$ cat config.mk
export PLATFORM = sky130hd
export DESIGN_NAME = instruction_fetch
export DESIGN_NICKNAME = d
export VERILOG_FILES = /design/src/rtl/instruction_fetch.sv
export SDC_FILE = /design/constraint.sdc
export NUM_CORES = 1
export LEC_CHECK = 0
export CAP_MARGIN = 20
export CORE_MARGIN = 4
export CORE_UTILIZATION = 40
export CTS_BUF_LIST = sky130_fd_sc_hd__clkbuf_8 sky130_fd_sc_hd__clkbuf_16
export DETAILED_ROUTE_END_ITERATION = 8
export MAX_ROUTING_LAYER = met4
export PLACE_DENSITY = 0.75
export SKIP_CTS_REPAIR_TIMING = 1
export SLEW_MARGIN = 5
export SYNTH_ARGS = -nofsm -noshare
export SYNTH_HDL_FRONTEND = slang
export SYNTH_SLANG_ARGS = --single-unit
export TNS_END_PERCENT = 30
$ cat constraint.sdc
create_clock -name clk -period 1.7 [get_ports clk]
set_input_delay 0.255 -clock clk [delete_from_list [all_inputs] [get_ports clk]]
set_output_delay 0.255 -clock clk [all_outputs]
set_load 0.02 [all_outputs]
$ cat src/rtl/instruction_fetch.sv
// instruction_fetch: samples the PC, runs a req/ack read of instruction memory,
// and holds the returned word in ir for decode under a valid/ready handshake.
module instruction_fetch #(
    parameter int DATA_W = 16,
    parameter int ADDR_W = 16
) (
    input  logic              clk,
    input  logic              rst,
    input  logic [ADDR_W-1:0] pc,
    output logic              pc_enable,
    output logic [ADDR_W-1:0] mem_addr,
    output logic              mem_req,
    input  logic              mem_ack,
    input  logic [DATA_W-1:0] mem_rdata,
    output logic [DATA_W-1:0] ir,
    output logic [ADDR_W-1:0] ir_pc,
    output logic              ir_valid,
    input  logic              ir_ready,
    input  logic              flush,
    output logic [15:0]       fetch_count
);

    localparam logic [1:0] ADDR  = 2'd0;
    localparam logic [1:0] REQ   = 2'd1;
    localparam logic [1:0] HOLD  = 2'd2;
    localparam logic [1:0] DRAIN = 2'd3;

    logic [1:0] state;
    logic [1:0] state_nxt;
    logic       pc_pulse;

    logic in_addr;
    logic in_req;
    logic in_hold;
    logic in_drain;
    logic issue;
    logic take;
    logic retire;
    logic accept;
    logic leave;

    assign in_addr  = (state == ADDR);
    assign in_req   = (state == REQ);
    assign in_hold  = (state == HOLD);
    assign in_drain = (state == DRAIN);

    // A flush in ADDR defers the sample so the freshly loaded PC is used.
    assign issue  = in_addr & ~flush;
    assign take   = in_req & mem_ack & ~flush;
    assign retire = (in_req | in_drain) & mem_ack;
    assign accept = in_hold & ir_ready & ~flush;
    assign leave  = in_hold & (ir_ready | flush);

    // The advance pulse must never race a PC load from the branch bus.
    assign pc_enable = pc_pulse & ~flush;

    // Next-state selection for the fetch sequencer
    always_comb begin
        state_nxt = state;
        case (state)
            ADDR: begin
                if (!flush) state_nxt = REQ;
            end
            REQ: begin
                if (mem_ack) state_nxt = flush ? ADDR : HOLD;
                else if (flush) state_nxt = DRAIN;
            end
            HOLD: begin
                if (flush || ir_ready) state_nxt = ADDR;
            end
            DRAIN: begin
                if (mem_ack) state_nxt = ADDR;
            end
            default: state_nxt = ADDR;
        endcase
    end

    // Sequencer state register
    always_ff @(posedge clk) begin
        if (rst) state <= ADDR;
        else     state <= state_nxt;
    end

    // Memory request: raised with a sampled address, dropped only on ack
    always_ff @(posedge clk) begin
        if (rst) begin
            mem_req  <= 1'b0;
            mem_addr <= '0;
        end else if (issue) begin
            mem_req  <= 1'b1;
            mem_addr <= pc;
        end else if (retire) begin
            mem_req  <= 1'b0;
        end
    end

    // Instruction register written only by a surviving memory response
    always_ff @(posedge clk) begin
        if (rst) begin
            ir    <= '0;
            ir_pc <= '0;
        end else if (take) begin
            ir    <= mem_rdata;
            ir_pc <= mem_addr;
        end
    end

    // Valid flag toward decode, cleared on hand-off or flush
    always_ff @(posedge clk) begin
        if (rst)        ir_valid <= 1'b0;
        else if (take)  ir_valid <= 1'b1;
        else if (leave) ir_valid <= 1'b0;
    end

    // One-cycle PC advance request in the first HOLD cycle
    always_ff @(posedge clk) begin
        if (rst) pc_pulse <= 1'b0;
        else     pc_pulse <= take;
    end

    // Count of instructions handed to decode, wrapping at 16 bits
    always_ff @(posedge clk) begin
        if (rst)         fetch_count <= '0;
        else if (accept) fetch_count <= fetch_count + 16'd1;
    end

endmodule
Yosys cells after proc, flatten, opt, wreduce, memory -nomap -nowiden
Cells that the tools add are included.
{ "word_totals": {"inputBits": 37, "regBits": 69, "out_inout_bits": 67, "elab_cells": 43} }
{ "op_classes": {"addsub": 1, "bitwise_logic": 11, "muxes": 11, "reduce_logical": 5, "n_eq_ne": 7} }
{ "op_table": {"columns": ["cell", "count"], "rows": [
  ["$add 16x1->16 const B", 1],
  ["$mux 2", 6],
  ["$and 1x1->1", 8],
  ["$pmux 2 s4", 1],
  ["$eq 2x2->1 const B", 2],
  ["$mux 1", 4],
  ["$ne 2x2->1 const B", 2],
  ["$reduce_and 4->1", 1],
  ["$reduce_bool 2->1", 2],
  ["$ne 3x3->1 const B", 1],
  ["$eq 2x1->1 const B", 1],
  ["$logic_not 2->1", 1],
  ["$ne 2x1->1 const B", 1],
  ["$or 1x1->1", 2],
  ["$logic_or 1x1->1", 1],
  ["$not 1->1", 1]
]} }

Depth between registers and ports, before layout
Gate-level depths: netlist of run 1.
{ "depth": {"depth_word": 5, "depth_mapped": 7, "mapped_depth_nobuf": 5} }

Least setup slack after synthesis of run 1
No wires, ideal clock.
{ "synth_timing": {"path_kind": "reg2reg", "start": "reg fetch_count[8]", "end": "reg fetch_count[15]", "n_path_buf": 0, "stages_incl_launch_ff": 5, "setup_time_ps": 70, "setup_slack_ps": 119, "arrival_time_ps": 1511, "synth_period_minus_slack_ps": 1581, "t_required_ps": 1630, "path_cell_list": "dfxtp_1 > and4_1 > nand4_1 > or4_1 > a21oi_1"} }
{ "synth_between": {"elab_chain_len": 1} }
{ "synth_lines": {"columns": ["item", "line_no", "source"], "rows": [
  ["start, declared", "20", "output logic [15:0] fetch_count"],
  ["start signal, assigned", "124", "else if (accept) fetch_count <= fetch_count + 16'd1;"],
  ["$add 16x1->16", "124", null]
]} }
Every way passes these cells.
A chain may end at the register's enable or synchronous reset.

Worst setup path in the final report of run 1
{ "layout_timing": {"start": "reg fetch_count[8]", "end": "out fetch_count[8]"} }
No word-level cell between the ends.

==> impl_metrics.ini, run 1 <==
[placement]
dp_hpwl_mm = 4.94
place_congestion = 0.812
port_buffers = 103

[power_and_ir_drop]
p_int_uw = 2560
clkPwrFrac_pct = 37.1
pwr-share-seq_pct = 51.0
switching_share_pct = 22.8
vdd_ir_drop_max_uv = 562
comb_power_share_pct = 11.9
p_leak_uw = 0.00154
finalPower_uw = 3310
power_density_nw_per_um2 = 815
p_sw_uw = 756

[critical_path]
path_cells = buf_4, clkdlybuf4s50_1
crit_path_top_delay_cell = clkdlybuf4s50_1
cp_data_arrival_time_ns = 1.37
end_kind = output pin
critPathBufInv = 2
worst_ep_required_time_ns = 1.44
critPathTopFamily = buffers and inverters
worst_path_largest_cell_delay_ns = 0.60
r2r_setup_slack_ns = 0.15
path_class = flip-flop to output pin
cp-start-kind = flip-flop
critPathMaxFanout = 5

[timing]
clock.fmax_mhz = 614
rsz0062_at_grt = true
final-setup-viol-count = 0
worst_pin_slew_ns = 0.348
skew_ns = 0.00289
slew_headroom_pct = 76.6
fin_crit_ns = 1.63
hold_violations = 0
min_period_over_period_pct = 95.9
drv_slew = 0
hold_ws_ns = 0.318

[logic_synthesis]
yosys_warnings = 0
synth_cell_types = 32
yosys.area.top_type = dfxtp_1
ys_ff_latch = 69
syn-num-nets = 361
ys_top_cells_by_area = dfxtp_1, nand2_1, a21oi_1, clkbuf_1, nor2_1
ys_seq_area_share_pct = 52.6
syn_area_per_cell_um2 = 8.13
synth_top_area_share_pct = 52.6
syn_area_um2 = 2630
netlist_instances = 323

[global_routing]
grt_pass1_vias = 2428
grt_remaining_overflow = 0
grt_use_total_pct = 18.5
grt_max_degree = 41
grt_pass1_wl_mm = 11.2
antenna_found_initial = 0

[layout]
syn2layout_area_growth_pct = 54.7
fin_nets = 478
drive_above_1_share_pct = 9.48
diodes = 0

[route]
wl_per_cell_um = 13.0
final_antenna_net_count = 0
dr.first_iter.drc_count = 87
drc = 0
dr.pass1.iters = 4
viasPerCell = 4.82
wirelength_mm = 6.77
vias = 2505

[floorplan]
dieWidth_um = 89.1
die_area_um2 = 7930
io_pins = 104
start_util_pct = 41.4
fp-row-count = 29
die_h_um = 89.1
fp.coreArea_um2 = 6350

[clock_tree]
cts_inserted_buffers = 9
clockBufferDepth = 2
clk_pin_slew_ns = 0.07
cts_max_level = 3
cts_root_buf = clkbuf_8
clk_latency_ns = 0.32
clock-sinks = 69
cts_tree = done

[min_path]
worst_hold_path_type = input pin to flip-flop

[run]
cap_violations = 0

[outcome]
outcome = finished clean
==> per-stage QoR <==
stage	instance area, um^2	TNS (ns)	cells	setup WS [ns]	util (%)
after detailed placement	3870	-3.46	506	-0.177	61.0
after floorplan	2630	0	323	0.119	-
after CTS	4050	-0.0952	520	-0.0952	63.8
after global placement	3870	-2.80	506	-0.103	61.0
final	4060	0	520	0.0703	64.0
after global routing	4060	-0.0178	520	-0.0178	64.0
==> Yosys cell counts <==
cell,number
nor4_1,3
ha_1,1
o31ai_1,2
nand4bb_1,1
nand2b_1,1
dfxtp_1,69
xor2_1,5
clkbuf_1,17
and4bb_1,1
and2_1,2
o21ai_0,6
nand3_1,6
nand2_1,103
nand4_4,1
nand3b_1,1
or3_1,5
nor3_2,1
a21o_1,1
nor3b_1,1
buf_1,1
nor2b_1,2
nand4_1,5
nor2_1,14
buf_2,1
a21oi_1,57
or4_1,1
inv_1,3
buf_6,3
xnor2_1,5
a211oi_1,1
and4_1,2
or2_2,1
==> final timing paths <==
kind,start,end,depth (start not counted)
setup / recovery,fetch_count[8],fetch_count[8],2
hold / removal,rst,ir_pc[3],2
setup reg to reg,fetch_count[10],fetch_count[15],4
hold reg to reg,ir_pc[5],ir_pc[5],2
==> state kept, by name, indices dropped and copies added (netlist names) <==
| signal | cells |
|---|---|
| mem_req | 1 |
| ir_pc | 16 |
| pc_pulse | 1 |
| fetch_count | 16 |
| ir_valid | 1 |
| mem_addr | 16 |
| state | 2 |
| ir | 16 |
==> cell families after synthesis <==
kind of cell,share of synthesized area (%)
adders and majority gates,0.476
buffers and inverters,4.48
xor gates and xnor gates,3.33
and+or+nand+nor,26.0
AOI/OAI and AO/OA,13.1
DFF,52.6
==> layout make-up <==
type / count / area, um^2
repair buffers: 128 / 1260
clock inverters: 4 / 42.5
well taps: 77 / 96.3
flip-flops and latches: 69 / 1380
clock buffers: 10 / 138
multi-input cells: 229 / 1130
inverters: 3 / 11.3
fillers: 570 / 2290
==> layout by cell type (no fill, tap or decap), drive strengths merged <==
cell type,instances
nand3b,1
nor3,1
and4bb,1
or3,5
nor2,14
nor4,3
dlymetal6s2s,5
clkbuf,10
xor2,5
nand3,6
xnor2,5
ha,1
or2,1
buf,26
and4,2
nand2,103
clkdlybuf4s50,97
nand4bb,1
bufinv,1
o21ai,6
or4,1
nand4,6
a21o,1
nor2b,2
and2,2
nor3b,1
clkinv,1
a21oi,57
dfxtp,69
inv,5
nand2b,1
a211oi,1
o31ai,2
==> routing by layer <==
layer / global-route usage [%] / part of all wire [%]
met1: 22.7 / 44
met3: 6.73 / 8.7
met5: - / 0
met4: 5.68 / 1.3
met2: 28.4 / 46
==> power groups by stage <==
stage / registers [uW] / clock network, uW / logic (uW)
6_report: 1690 / 1230 / 394
5_1_grt: 1690 / 1340 / 429
4_1_cts: 1690 / 1270 / 399
3_5_place_dp: 1730 / 0 / 397
3_3_place_gp: 1720 / 0 / 395
2_1_floorplan: 1770 / 0 / 125
(Power assumes the default switching activity.)
==> run 2: changes to the inputs <==
CTS_CLUSTER_SIZE = 30   (was not set)
SKIP_LAST_GASP = 1   (was not set)
==> impl_metrics.ini, run 2 (synthesized netlist as in run 1, its figures left out) <==
[critical_path]
worst_ep_required_time_ns = 1.44
critPathTopFamily = buffers and inverters
worst_path_largest_cell_delay_ns = 0.65
end_kind = output pin
cp-start-kind = flip-flop
crit_path_top_delay_cell = clkdlybuf4s50_1
cp.depth = 1
path_class = flip-flop to output pin
cp_data_arrival_time_ns = 1.39
critPathMaxFanout = 6
path_cells = clkdlybuf4s50_1
critPathBufInv = 1
reg2reg_depth = 4

[route]
dr.pass1.iters = 4
wirelength_mm = 6.77
final_antenna_net_count = 0
viasPerCell = 4.83
drc = 0
vias = 2513
wl_per_cell_um = 13.0
dr.first_iter.drc_count = 102

[floorplan]
fp-row-count = 29
io_pins = 104
dieWidth_um = 89.1
die_area_um2 = 7930
start_util_pct = 41.4
die_h_um = 89.1
fp.coreArea_um2 = 6350

[timing]
worst_pin_slew_ns = 0.346
hold_violations = 0
slew_headroom_pct = 76.7
drv_slew = 0
rsz0062_at_grt = true
min_period_over_period_pct = 96.5
clock.fmax_mhz = 609
setup_ws_ns = 0.0587
skew_ns = 0.00333
final-setup-viol-count = 0
finalSetupTns_ns = 0
fin_crit_ns = 1.64

[clock_tree]
cts_max_level = 3
clock-sinks = 69
clockBufferDepth = 2
clk_pin_slew_ns = 0.07
cts_root_buf = clkbuf_8
clk_latency_ns = 0.32
cts_tree = done
cts_inserted_buffers = 9

[power_and_ir_drop]
p_leak_uw = 0.00146
power_density_nw_per_um2 = 818
p_sw_uw = 759
vdd_ir_drop_max_uv = 563
p_int_uw = 2560
comb_power_share_pct = 11.9
pwr-share-seq_pct = 50.9
clkPwrFrac_pct = 37.2
switching_share_pct = 22.9

[global_routing]
grt_use_total_pct = 18.5
grt_max_degree = 41
grt_pass1_vias = 2428
grt_remaining_overflow = 0
antenna_found_initial = 0
grt_pass1_wl_mm = 11.2

[placement]
port_buffers = 103
place_congestion = 0.812
dp_hpwl_mm = 4.94
pre_cts_ws_ns = -0.177

[run]
cap_violations = 0

[layout]
fillers = 574
diodes = 0
drive_above_1_share_pct = 9.48
layout_common_cells = nand2_1, clkdlybuf4s50_1, dfxtp_1, a21oi_1, buf_4
final_common_cell = nand2_1
syn2layout_area_growth_pct = 54.3
fin_nets = 478

[min_path]
worst_hold_path_type = input pin to flip-flop
hold_path_depth = 2

[outcome]
outcome = finished clean
run 2: cell types whose count changed in the layout (fill, tap and decap cells not counted), sizes merged:
cell,previous run,this run
clkdlybuf4s50,97,101
dlymetal6s2s,5,1
run 2: path summary, 6_finish.rpt:
| check | startpoint | to | slack [ns] |
|---|---|---|---|
| setup / recovery | fetch_count[2] | fetch_count[2] | 0.06 |
| hold / removal | rst | ir_pc[3] | 0.32 |
| setup reg to reg | fetch_count[10] | fetch_count[15] | 0.15 |
| hold reg to reg | ir_pc[5] | ir_pc[5] | 0.45 |
run 2: power groups by stage:
stage	Clock [uW]	Combinational (uW)	Sequential (uW)
floorplan	0	125	1770
global placement	0	395	1720
detailed placement	0	397	1730
CTS	1270	399	1690
global route	1340	429	1690
finish	1230	394	1690
run 2: cell type report:
cell class | count | area [um^2] | area share, %
clock inverter | 4 | 42.5 | 1.05
clock buffer | 10 | 138 | 3.40
tap | 77 | 96.3 | 2.38
inverter | 3 | 11.3 | 0.278
sequential | 69 | 1380 | 34.1
multi-input combinational | 229 | 1130 | 27.9
timing repair buffer | 128 | 1250 | 30.9
run 2: through the flow:
stage	cells	hold WS, ns	area (um^2)	util, %	power, uW
floorplan	323	0.354	2630	-	1900
global placement	506	0.440	3870	61.0	2120
detailed placement	506	0.446	3870	61.0	2120
CTS	520	0.302	4050	63.8	3360
global route	520	0.326	4050	63.8	3460
finish	520	0.318	4050	63.8	3320
run 2: layer usage:
layer  vias up  global-route usage [%]  share of wire (%)
met5         -                       -                  0
met4         0                    5.68                1.3
met3         9                    6.73                8.5
met2        71                    28.4                 46
met1      1136                    22.7                 44
li1       1297                       -                  -
